[src/rtl/vga_sprite_renderer.sv]
// 640x480-class VGA output stage: sync generator, per-frame shadowed object positions,
// and a two-stage pixel pipeline compositing a bird box over gapped pipe pairs.
module vga_sprite_renderer #(
    parameter int NUM_PIPES = 4,
    parameter int COLOR_W   = 3,
    parameter int H_ACTIVE  = 640,
    parameter int H_FP      = 16,
    parameter int H_SYNC    = 96,
    parameter int H_BP      = 48,
    parameter int V_ACTIVE  = 480,
    parameter int V_FP      = 10,
    parameter int V_SYNC    = 2,
    parameter int V_BP      = 33,
    parameter int BIRD_HALF = 10,
    parameter int PIPE_W    = 80,
    parameter int GAP_H     = 100,
    parameter logic [3*COLOR_W-1:0] BIRD_RGB = {{COLOR_W{1'b1}}, {2*COLOR_W{1'b0}}},
    parameter logic [3*COLOR_W-1:0] PIPE_RGB = {{COLOR_W{1'b0}}, {COLOR_W{1'b1}}, {COLOR_W{1'b0}}},
    parameter logic [3*COLOR_W-1:0] BG_RGB   = {{2*COLOR_W{1'b0}}, COLOR_W'({COLOR_W{1'b1}} >> 1)}
) (
    input  logic                    clk,
    input  logic                    reset,
    input  logic                    pix_en,
    input  logic [9:0]              bird_x,
    input  logic [9:0]              bird_y,
    input  logic [10*NUM_PIPES-1:0] pipe_x,
    input  logic [10*NUM_PIPES-1:0] gap_y,
    input  logic [NUM_PIPES-1:0]    pipe_en,
    output logic                    vga_h_sync,
    output logic                    vga_v_sync,
    output logic [COLOR_W-1:0]      vga_r,
    output logic [COLOR_W-1:0]      vga_g,
    output logic [COLOR_W-1:0]      vga_b,
    output logic                    frame_tick
);
    localparam int H_TOTAL = H_ACTIVE + H_FP + H_SYNC + H_BP;
    localparam int V_TOTAL = V_ACTIVE + V_FP + V_SYNC + V_BP;
    localparam logic [9:0] H_LAST = 10'(H_TOTAL - 1);
    localparam logic [9:0] V_LAST = 10'(V_TOTAL - 1);
    localparam logic [9:0] H_ACT  = 10'(H_ACTIVE);
    localparam logic [9:0] V_ACT  = 10'(V_ACTIVE);
    localparam logic [9:0] HS_BEG = 10'(H_ACTIVE + H_FP);
    localparam logic [9:0] HS_END = 10'(H_ACTIVE + H_FP + H_SYNC);
    localparam logic [9:0] VS_BEG = 10'(V_ACTIVE + V_FP);
    localparam logic [9:0] VS_END = 10'(V_ACTIVE + V_FP + V_SYNC);
    localparam logic [10:0] PIPE_W11 = 11'(PIPE_W);
    localparam logic [10:0] GAP_H11  = 11'(GAP_H);
    localparam logic signed [11:0] BH = 12'(BIRD_HALF);

    logic [9:0] h_cnt, v_cnt;
    logic       capture;

    logic [9:0]              sh_bird_x, sh_bird_y;
    logic [10*NUM_PIPES-1:0] sh_pipe_x, sh_gap_y;
    logic [NUM_PIPES-1:0]    sh_pipe_en;

    logic                    bird_hit_c, active_c, hs_c, vs_c;
    logic [NUM_PIPES-1:0]    pipe_hit_c;
    logic signed [11:0]      dh, dv;
    logic [10:0]             h11, v11;

    logic                    bird_hit_p1, active_p1, hs_p1, vs_p1;
    logic [NUM_PIPES-1:0]    pipe_hit_p1;
    logic [3*COLOR_W-1:0]    rgb_p2;
    logic                    hs_p2, vs_p2;

    function automatic logic [3*COLOR_W-1:0] pick_colour(input logic act, input logic bird,
                                                         input logic pipe);
        if (!act)
            return '0;
        if (bird)
            return BIRD_RGB;
        if (pipe)
            return PIPE_RGB;
        return BG_RGB;
    endfunction

    // Stage 0: raster counters and once-per-frame shadow capture
    assign capture    = pix_en && (h_cnt == '0) && (v_cnt == V_ACT);
    assign frame_tick = capture;

    always_ff @(posedge clk or negedge reset) begin
        if (!reset) begin
            h_cnt <= '0;
            v_cnt <= '0;
        end else if (pix_en) begin
            if (h_cnt == H_LAST) begin
                h_cnt <= '0;
                v_cnt <= (v_cnt == V_LAST) ? 10'd0 : v_cnt + 10'd1;
            end else begin
                h_cnt <= h_cnt + 10'd1;
            end
        end
    end

    always_ff @(posedge clk or negedge reset) begin
        if (!reset) begin
            sh_bird_x  <= '0;
            sh_bird_y  <= '0;
            sh_pipe_x  <= '0;
            sh_gap_y   <= '0;
            sh_pipe_en <= '0;
        end else if (capture) begin
            sh_bird_x  <= bird_x;
            sh_bird_y  <= bird_y;
            sh_pipe_x  <= pipe_x;
            sh_gap_y   <= gap_y;
            sh_pipe_en <= pipe_en;
        end
    end

    // Stage 1: hit tests; widened arithmetic so off-screen objects clip instead of wrapping
    assign h11 = {1'b0, h_cnt};
    assign v11 = {1'b0, v_cnt};
    assign dh  = $signed({2'b00, h_cnt}) - $signed({{2{sh_bird_x[9]}}, sh_bird_x});
    assign dv  = $signed({2'b00, v_cnt}) - $signed({{2{sh_bird_y[9]}}, sh_bird_y});
    assign bird_hit_c = (dh >= -BH) && (dh <= BH) && (dv >= -BH) && (dv <= BH);
    assign active_c   = (h_cnt < H_ACT) && (v_cnt < V_ACT);
    assign hs_c       = !((h_cnt >= HS_BEG) && (h_cnt < HS_END));
    assign vs_c       = !((v_cnt >= VS_BEG) && (v_cnt < VS_END));

    always_comb begin
        pipe_hit_c = '0;
        for (int i = 0; i < NUM_PIPES; i++) begin
            pipe_hit_c[i] = sh_pipe_en[i]
                && (h11 >= {1'b0, sh_pipe_x[10*i +: 10]})
                && (h11 <  {1'b0, sh_pipe_x[10*i +: 10]} + PIPE_W11)
                && ((v11 <  {1'b0, sh_gap_y[10*i +: 10]})
                 || (v11 >= {1'b0, sh_gap_y[10*i +: 10]} + GAP_H11));
        end
    end

    always_ff @(posedge clk or negedge reset) begin
        if (!reset) begin
            bird_hit_p1 <= 1'b0;
            pipe_hit_p1 <= '0;
            active_p1   <= 1'b0;
            hs_p1       <= 1'b1;
            vs_p1       <= 1'b1;
        end else if (pix_en) begin
            bird_hit_p1 <= bird_hit_c;
            pipe_hit_p1 <= pipe_hit_c;
            active_p1   <= active_c;
            hs_p1       <= hs_c;
            vs_p1       <= vs_c;
        end
    end

    // Stage 2: priority colour select, syncs kept aligned with colour
    always_ff @(posedge clk or negedge reset) begin
        if (!reset) begin
            rgb_p2 <= '0;
            hs_p2  <= 1'b1;
            vs_p2  <= 1'b1;
        end else if (pix_en) begin
            rgb_p2 <= pick_colour(active_p1, bird_hit_p1, |pipe_hit_p1);
            hs_p2  <= hs_p1;
            vs_p2  <= vs_p1;
        end
    end

    assign vga_h_sync = hs_p2;
    assign vga_v_sync = vs_p2;
    assign vga_r      = rgb_p2[3*COLOR_W-1 -: COLOR_W];
    assign vga_g      = rgb_p2[2*COLOR_W-1 -: COLOR_W];
    assign vga_b      = rgb_p2[COLOR_W-1:0];

endmodule

[config.mk]
export PLATFORM = sky130hd
export DESIGN_NAME = vga_sprite_renderer
export DESIGN_NICKNAME = d
export VERILOG_FILES = /design/src/rtl/vga_sprite_renderer.sv
export SDC_FILE = /design/constraint.sdc
export NUM_CORES = 1
export LEC_CHECK = 0
export ABC_AREA = 1
export CAP_MARGIN = 20
export CORE_MARGIN = 2
export CORE_UTILIZATION = 47
export CTS_CLUSTER_DIAMETER = 100
export DETAILED_ROUTE_END_ITERATION = 8
export GPL_TIMING_DRIVEN = 0
export PLACE_DENSITY = 0.68
export SYNTH_ARGS = -nofsm -noshare
export SYNTH_HDL_FRONTEND = slang
export SYNTH_SLANG_ARGS = --single-unit
[constraint.sdc]
create_clock -name clk -period 2.9 [get_ports clk]
set_input_delay 0.435 -clock clk [delete_from_list [all_inputs] [get_ports clk]]
set_output_delay 0.435 -clock clk [all_outputs]
set_load 0.03 [all_outputs]
=== Yosys cells after proc, flatten, opt, wreduce, memory -nomap -nowiden ===
Index checks and enable logic that the tools add are counted.

* $lt $le $gt $ge: 26
* Divide/modulo/power cells: 0
* Multiplexer cells: 17
* Multipliers: 0
* $add $sub $neg: 12
* Shift operators: 0
* Equality and inequality tests: 3
* Bitwise logic cells: 0
* Reduce and logical (&&, ||, !) cells: 29

{| class="wikitable"
|+ Operators with widths
! cell !! number
|-
| 10-bit by 7-bit adder with 11-bit output, second input constant || 8
|-
| 9-bit 2-to-1 mux || 6
|-
| 10-bit by 11-bit greater-or-equal comparator with 1-bit output || 4
|-
| 10-bit by 11-bit less-than comparator with 1-bit output || 4
|-
| 10-bit greater-or-equal comparator || 4
|-
| 10-bit less-than comparator || 4
|-
| 12-bit by 5-bit greater-or-equal comparator with 1-bit output, second input constant || 2
|-
| 12-bit by 5-bit less-or-equal comparator with 1-bit output, second input constant || 2
|-
| 11-bit by 10-bit subtractor with 12-bit output || 2
|-
| 10-bit by 1-bit adder with 10-bit output, second input constant || 2
|-
| 10-bit equality test, second input constant || 2
|-
| 1-bit logical AND || 20
|-
| 10-bit less-than comparator, second input constant || 2
|-
| 10-bit by 9-bit less-than comparator with 1-bit output, second input constant || 2
|-
| 10-bit 2-to-1 mux || 2
|-
| 10-bit by 9-bit equality test with 1-bit output, second input constant || 1
|-
| 10-bit greater-or-equal comparator, second input constant || 1
|-
| 10-bit by 9-bit greater-or-equal comparator with 1-bit output, second input constant || 1
|-
| 10-bit logical NOT || 1
|-
| 1-bit 2-to-1 mux || 9
|-
| 1-bit logical OR || 4
|-
| 4-bit OR reduction || 1
|-
| 1-bit logical NOT || 2
|-
| 2-bit AND reduction || 1
|}

* ROM bits: 0
* Latch bits: 0
* Flip-flop bits (word level): 143
* Memory bits (writable): 0
* Memories: 0
* Output and inout port bits: 12

=== Longest topological paths before layout ===
* Depth after elaboration: 10
* Gate-level depth with buffers: 18

=== Least setup slack after synthesis ===
OpenSTA, ideal clock, no wires.

* Kind: reg2reg
* Start point: register h_cnt[0]
* End point: register bird_hit_p1
* Arrival: 2010 ps
* Cell stages (with the launch flop): 18
* Setup time: 66 ps
* Required time: 2834 ps
* Path buffers: 0
* Clock period less this slack: 2076 ps
* Path slack: 824 ps
* Cell sequence: dfrtp_1 inv_1 ha_1 inv_1 fa_1 nand2_1 nand2_1 nand3_1 nand2_1 nand2_1 nand2_1 nor2_1 nand3_1 nor2_1 nor2_1 nor2_1 nand3_1 nand2_1

* Cells in the longest elaborated chain, start to end: 5
* Elaborated cells on any way between the ends: 6
* Those cells by class: add/sub: 1; order compare: 2; reduce/logical: 3

{| class="wikitable"
|+ RTL lines
! item !! RTL line !! source
|-
| start: declaration || 50 || <nowiki>logic [9:0] h_cnt, v_cnt;</nowiki>
|-
| start signal: assignment || 91 || <nowiki>h_cnt <= h_cnt + 10'd1;</nowiki>
|-
| 11-bit by 10-bit subtractor with 12-bit output (*) || 115 || <nowiki>assign dh = $signed({2'b00, h_cnt}) - $signed({{2{sh_bird_x[9]}}, sh_bird_x});</nowiki>
|-
| 12-bit by 5-bit greater-or-equal comparator with 1-bit output or 12-bit by 5-bit less-or-equal comparator with 1-bit output (tied branches) || 117 || <nowiki>assign bird_hit_c = (dh >= -BH) && (dh <= BH) && (dv >= -BH) && (dv <= BH);</nowiki>
|-
| 1-bit logical AND (*) (3 in a row) || 117 ||
|-
| end signal: assignment || 141 || <nowiki>bird_hit_p1 <= bird_hit_c;</nowiki>
|-
| end: declaration || 62 || <nowiki>logic bird_hit_p1, active_p1, hs_p1, vs_p1;</nowiki>
|}

Mark *: on every way between the ends. The rest lies on a longest branch, timed or not.
A chain may end at the register's enable or synchronous reset.

=== Worst setup path after layout ===
* Start point: register v_cnt[8]
* End point: output frame_tick

* Cells in the longest elaborated chain, start to end: 2

{| class="wikitable"
|+ RTL lines
! item !! RTL line !! source
|-
| start: declaration || 50 ||
|-
| start signal: assignment || 89 || <nowiki>v_cnt <= (v_cnt == V_LAST) ? 10'd0 : v_cnt + 10'd1;</nowiki>
|-
| 10-bit by 9-bit equality test with 1-bit output || 79 || <nowiki>assign capture = pix_en && (h_cnt == '0) && (v_cnt == V_ACT);</nowiki>
|-
| 1-bit logical AND || 79 ||
|-
| end: declaration || 34 || <nowiki>output logic frame_tick</nowiki>
|}

No other way between the ends.

==> flow_summary.toml <==
[worst_hold_path]
hold_class = "reg -> reg"
hold_end = "vga_h_sync$_DFFE_PN1P_"
hold_depth = 2
worstHoldStart = "vga_h_sync$_DFFE_PN1P_"

[floorplanning]
design.die.area_um2 = 24800
core_area_um2 = 23300
fp.dieH_um = 158
rows = 56
top_level_ports = 119
start_util_pct = 47.5
die_w_um = 158

[final_layout]
drive_above_1_share_pct = 7.43
syn_to_final_growth_pct = 22.0
antenna_cells = 0
layout.nets = 1894
final_core_util_pct = 58.0

[yosys]
share_of_flip_flops_with_an_asynchronous_set_or_reset_after_synthesis_pct = 100
syn_avg_cell_area_um2 = 7.59
syn_area_um2 = 11100
synth-seq-cells = 137
postSynthNetCount = 1740
synthTopCellsByArea = "sky130_fd_sc_hd__dfrtp_1 30%, sky130_fd_sc_hd__ha_1 19%, sky130_fd_sc_hd__nand2_1 13%"
synth_area_leader_cell = "sky130_fd_sc_hd__dfrtp_1"
ys_seq_area_share_pct = 31.0
fraction_of_post_synthesis_cell_area_in_the_top_cell_type_by_area_pct = 30.0
yosys.cell_types.count = 46
syn-instance-count = 1461
synth_edf_count = 0
ys_top_cells_by_count = "378 x sky130_fd_sc_hd__nand2_1, 194 x sky130_fd_sc_hd__inv_1, 170 x sky130_fd_sc_hd__ha_1, 133 x sky130_fd_sc_hd__dfrtp_1, 95 x sky130_fd_sc_hd__nor2_1"
yosys.cell_count.top_type = "sky130_fd_sc_hd__nand2_1"
ys.flop_type = "sky130_fd_sc_hd__dfrtp_1"
yosysWarnings = 0

[placed_design]
buffer_ports.inserted = 117
dp.final_hpwl_mm = 21.9
gpl.final_weighted_congestion = 0.898

[cts]
tritoncts_num_sinks = 137
tritoncts_clock_tree = "yes"
cts_root_buf = "sky130_fd_sc_hd__clkbuf_16"
clock_latency_ns = 0.43
clock_path_buffers = 2
htree_num_levels = 4
tritoncts.num_buffers = 17
clk_pin_slew_worst_paths_ns = 0.06

[routing]
detail_route.drc_violations = 0
via_count = 10100
firstDrtPassIters = 5
post_route_ant_nets = 0
dr.first_iter.drc_count = 675
wire_per_inst_um = 15.0
vias_per_cell = 5.19
detailed_route_wl_mm = 29.1

[timing]
finalHoldViolations = 0
grt_setup_unrepaired = "false"
period_utilization_pct = 96.5
slew_hr_pct = 51.5
final_period_minus_worst_setup_slack_ns = 2.80
final.hold.worst_slack_ns = 0.464
transition_time_at_the_pin_with_the_least_slew_margin_ns = 0.727
max_freq_mhz = 357
setup_viol_count_final = 0
fin_skew_ns = 0.0127
drv_slew = 0

[critical_path]
critical-path-top-cell-by-count = "sky130_fd_sc_hd__buf_6"
criticalPathCategory = "reg -> out"
critical_path_required_time_ns = 2.47
r2r_slack_ns = 0.48
critPathLaunchType = "flop"
rr_startpoint = "sh_gap_y[22]$_DFFE_PN0P_"
critPathCaptureType = "output pin"
crit_path_max_fanout = 11
max_stage_delay_ns = 0.56
cp.arrival_ns = 2.36
crit-reg2reg-capture = "pipe_hit_p1[2]$_DFFE_PN0P_"
r2r.worst_path.cells = 12
cp_cell_sequence = "inv_1 -> nor4_2 -> nand3_2 -> inv_2 -> buf_6 -> buf_6 -> clkdlybuf4s15_2"
crit_slowest_cell = "sky130_fd_sc_hd__dfrtp_4"

[global_route]
globalRouteMet1Util_pct = 31.9
number_of_antenna_violations_at_the_first_check_in_global_routing = 0
grt_start_max_net_pins = 83
track_usage_pct = 24.2
busiest_layer = "met2"
first_pass_grt_wire_length_mm = 46.9
first_global_vias = 9665
overflow_after_grt = 0
groute.layer.met2.usage_pct = 42.1
grt_use_met3_pct = 3.67

[job]
max_cap_viol_count = 0

[status]
run_status = "complete, no violations"

[pwr]
power-per-cell-area_nw_per_um2 = 430
vdd.ir_drop.worst_v = 0.000391
p_leak_uw = 0.00695
-- per-layer routing --
layer / routed length [um] / up-vias
li1: - / 5162
met1: 13600 / 4649
met2: 13600 / 263
met3: 1590 / 28
met4: 312 / 0
met5: 0 / -
-- cell type report --
class,count,area [um2]
fillers,2223,9810
multi-input cells,1094,6640
flip-flops and latches,137,3470
repair buffers,135,1330
inverters,199,754
clock buffers,19,443
well taps,319,399
plain buffers,31,268
clock inverters,13,216
-- state kept, by name, summed over array words and instances (netlist names) --
register	cells
sh_gap_y	40
sh_pipe_x	40
h_cnt	10
sh_bird_x	10
sh_bird_y	10
v_cnt	10
pipe_hit_p1	4
sh_pipe_en	4
rgb_p2	3
active_p1	1
bird_hit_p1	1
hs_p1	1
vga_h_sync	1
vga_v_sync	1
vs_p1	1
-- worst max-delay path, delay by kind of cell (launching register included) --
family                 cells  cell delay, ns
flip-flops                 1            0.56
AND/OR/NAND/NOR            2            0.45
buffers and inverters      5            0.92
-- stage by stage --
stage          power [uW]  setup TNS (ns)  cells  area (um2)  setup slack, ns
2_1_floorplan        2810               0   1461       11100            0.824
3_3_place_gp         3230         -574.22   1897       12700            -4.26
3_5_place_dp         3260          -0.357   1898       12700           -0.357
4_1_cts              5760               0   1934       13400           0.0149
5_1_grt              6090               0   1947       13500         0.000159
6_report             5810               0   1947       13500            0.101
-- where the power goes --
group          internal [uW]  switching (uW)  leakage [uW]
combinational            519             655       0.00528
sequential              1970             169       0.00135
clock                   1560             934      0.000323
total                   4050            1760       0.00695
-- timing repair --
action / 4_1_cts / 5_1_grt
pin swaps: 1 / 0
resized for setup: 17 / 11
endpoints found under the hold margin: 45 / 0
endpoints found under the setup margin: 1 / 1
hold buffers: 1 / 0
setup buffers: 3 / 13
-- worst max-delay path by stage --
stage | start | end | slack (ns) | cells after the start
after global placement | reset | sh_bird_x[1]$_DFFE_PN0P_ | -4.26 | 1
after CTS | v_cnt[8]$_DFFE_PN0P_ | frame_tick | 0.01 | 7
final | v_cnt[8]$_DFFE_PN0P_ | frame_tick | 0.10 | 7
after global routing | v_cnt[1]$_DFFE_PN0P_ | frame_tick | 0.0002 | 9
after detailed placement | v_cnt[7]$_DFFE_PN0P_ | frame_tick | -0.36 | 7
after floorplan | h_cnt[0]$_DFFE_PN0P_ | bird_hit_p1$_DFFE_PN0P_ | 0.82 | 17
-- cell families after synthesis --
group	after synthesis	synth area share, %
and+or+nand+nor	636	24.9
AOI/OAI and AO/OA	237	11.6
DFF	137	31.0
buffers and inverters	230	9.15
adders and majority gates	172	19.5
xor gates and xnor gates	48	3.79
other	1	0.0338
-- layout by cell type, fill, tap and decap left out, types with 4 or more instances in the layout --
master                            Yosys  final
sky130_fd_sc_hd__o41ai_1              4      4
sky130_fd_sc_hd__buf_6               15     16
sky130_fd_sc_hd__xor2_1              44     44
sky130_fd_sc_hd__xnor2_1              4      4
sky130_fd_sc_hd__ha_1               170    170
sky130_fd_sc_hd__clkbuf_16            0     17
sky130_fd_sc_hd__a21oi_1             68     68
sky130_fd_sc_hd__clkdlybuf4s50_1      0    115
sky130_fd_sc_hd__dfrtp_4              0      7
sky130_fd_sc_hd__dfstp_2              4      4
sky130_fd_sc_hd__dfrtp_2              0      9
sky130_fd_sc_hd__nand4_1             43     43
sky130_fd_sc_hd__clkbuf_1             3      4
sky130_fd_sc_hd__a31oi_1              4      4
sky130_fd_sc_hd__inv_6                0      4
sky130_fd_sc_hd__o21bai_1             7      7
sky130_fd_sc_hd__nor2_4               4      4
sky130_fd_sc_hd__a211oi_1            11     11
sky130_fd_sc_hd__buf_2                4      4
sky130_fd_sc_hd__buf_4                9     25
sky130_fd_sc_hd__o21ai_1             85     85
sky130_fd_sc_hd__o21ai_0             47     47
sky130_fd_sc_hd__bufinv_16            0      5
sky130_fd_sc_hd__nand3_1             71     71
sky130_fd_sc_hd__inv_1              194    192
sky130_fd_sc_hd__inv_2                5      5
sky130_fd_sc_hd__nand3b_1             9      9
sky130_fd_sc_hd__nor2_1              95     95
sky130_fd_sc_hd__nand2_1            378    378
sky130_fd_sc_hd__dfrtp_1            133    117
sky130_fd_sc_hd__nor3_1              17     17
(Power assumes the default switching activity.)
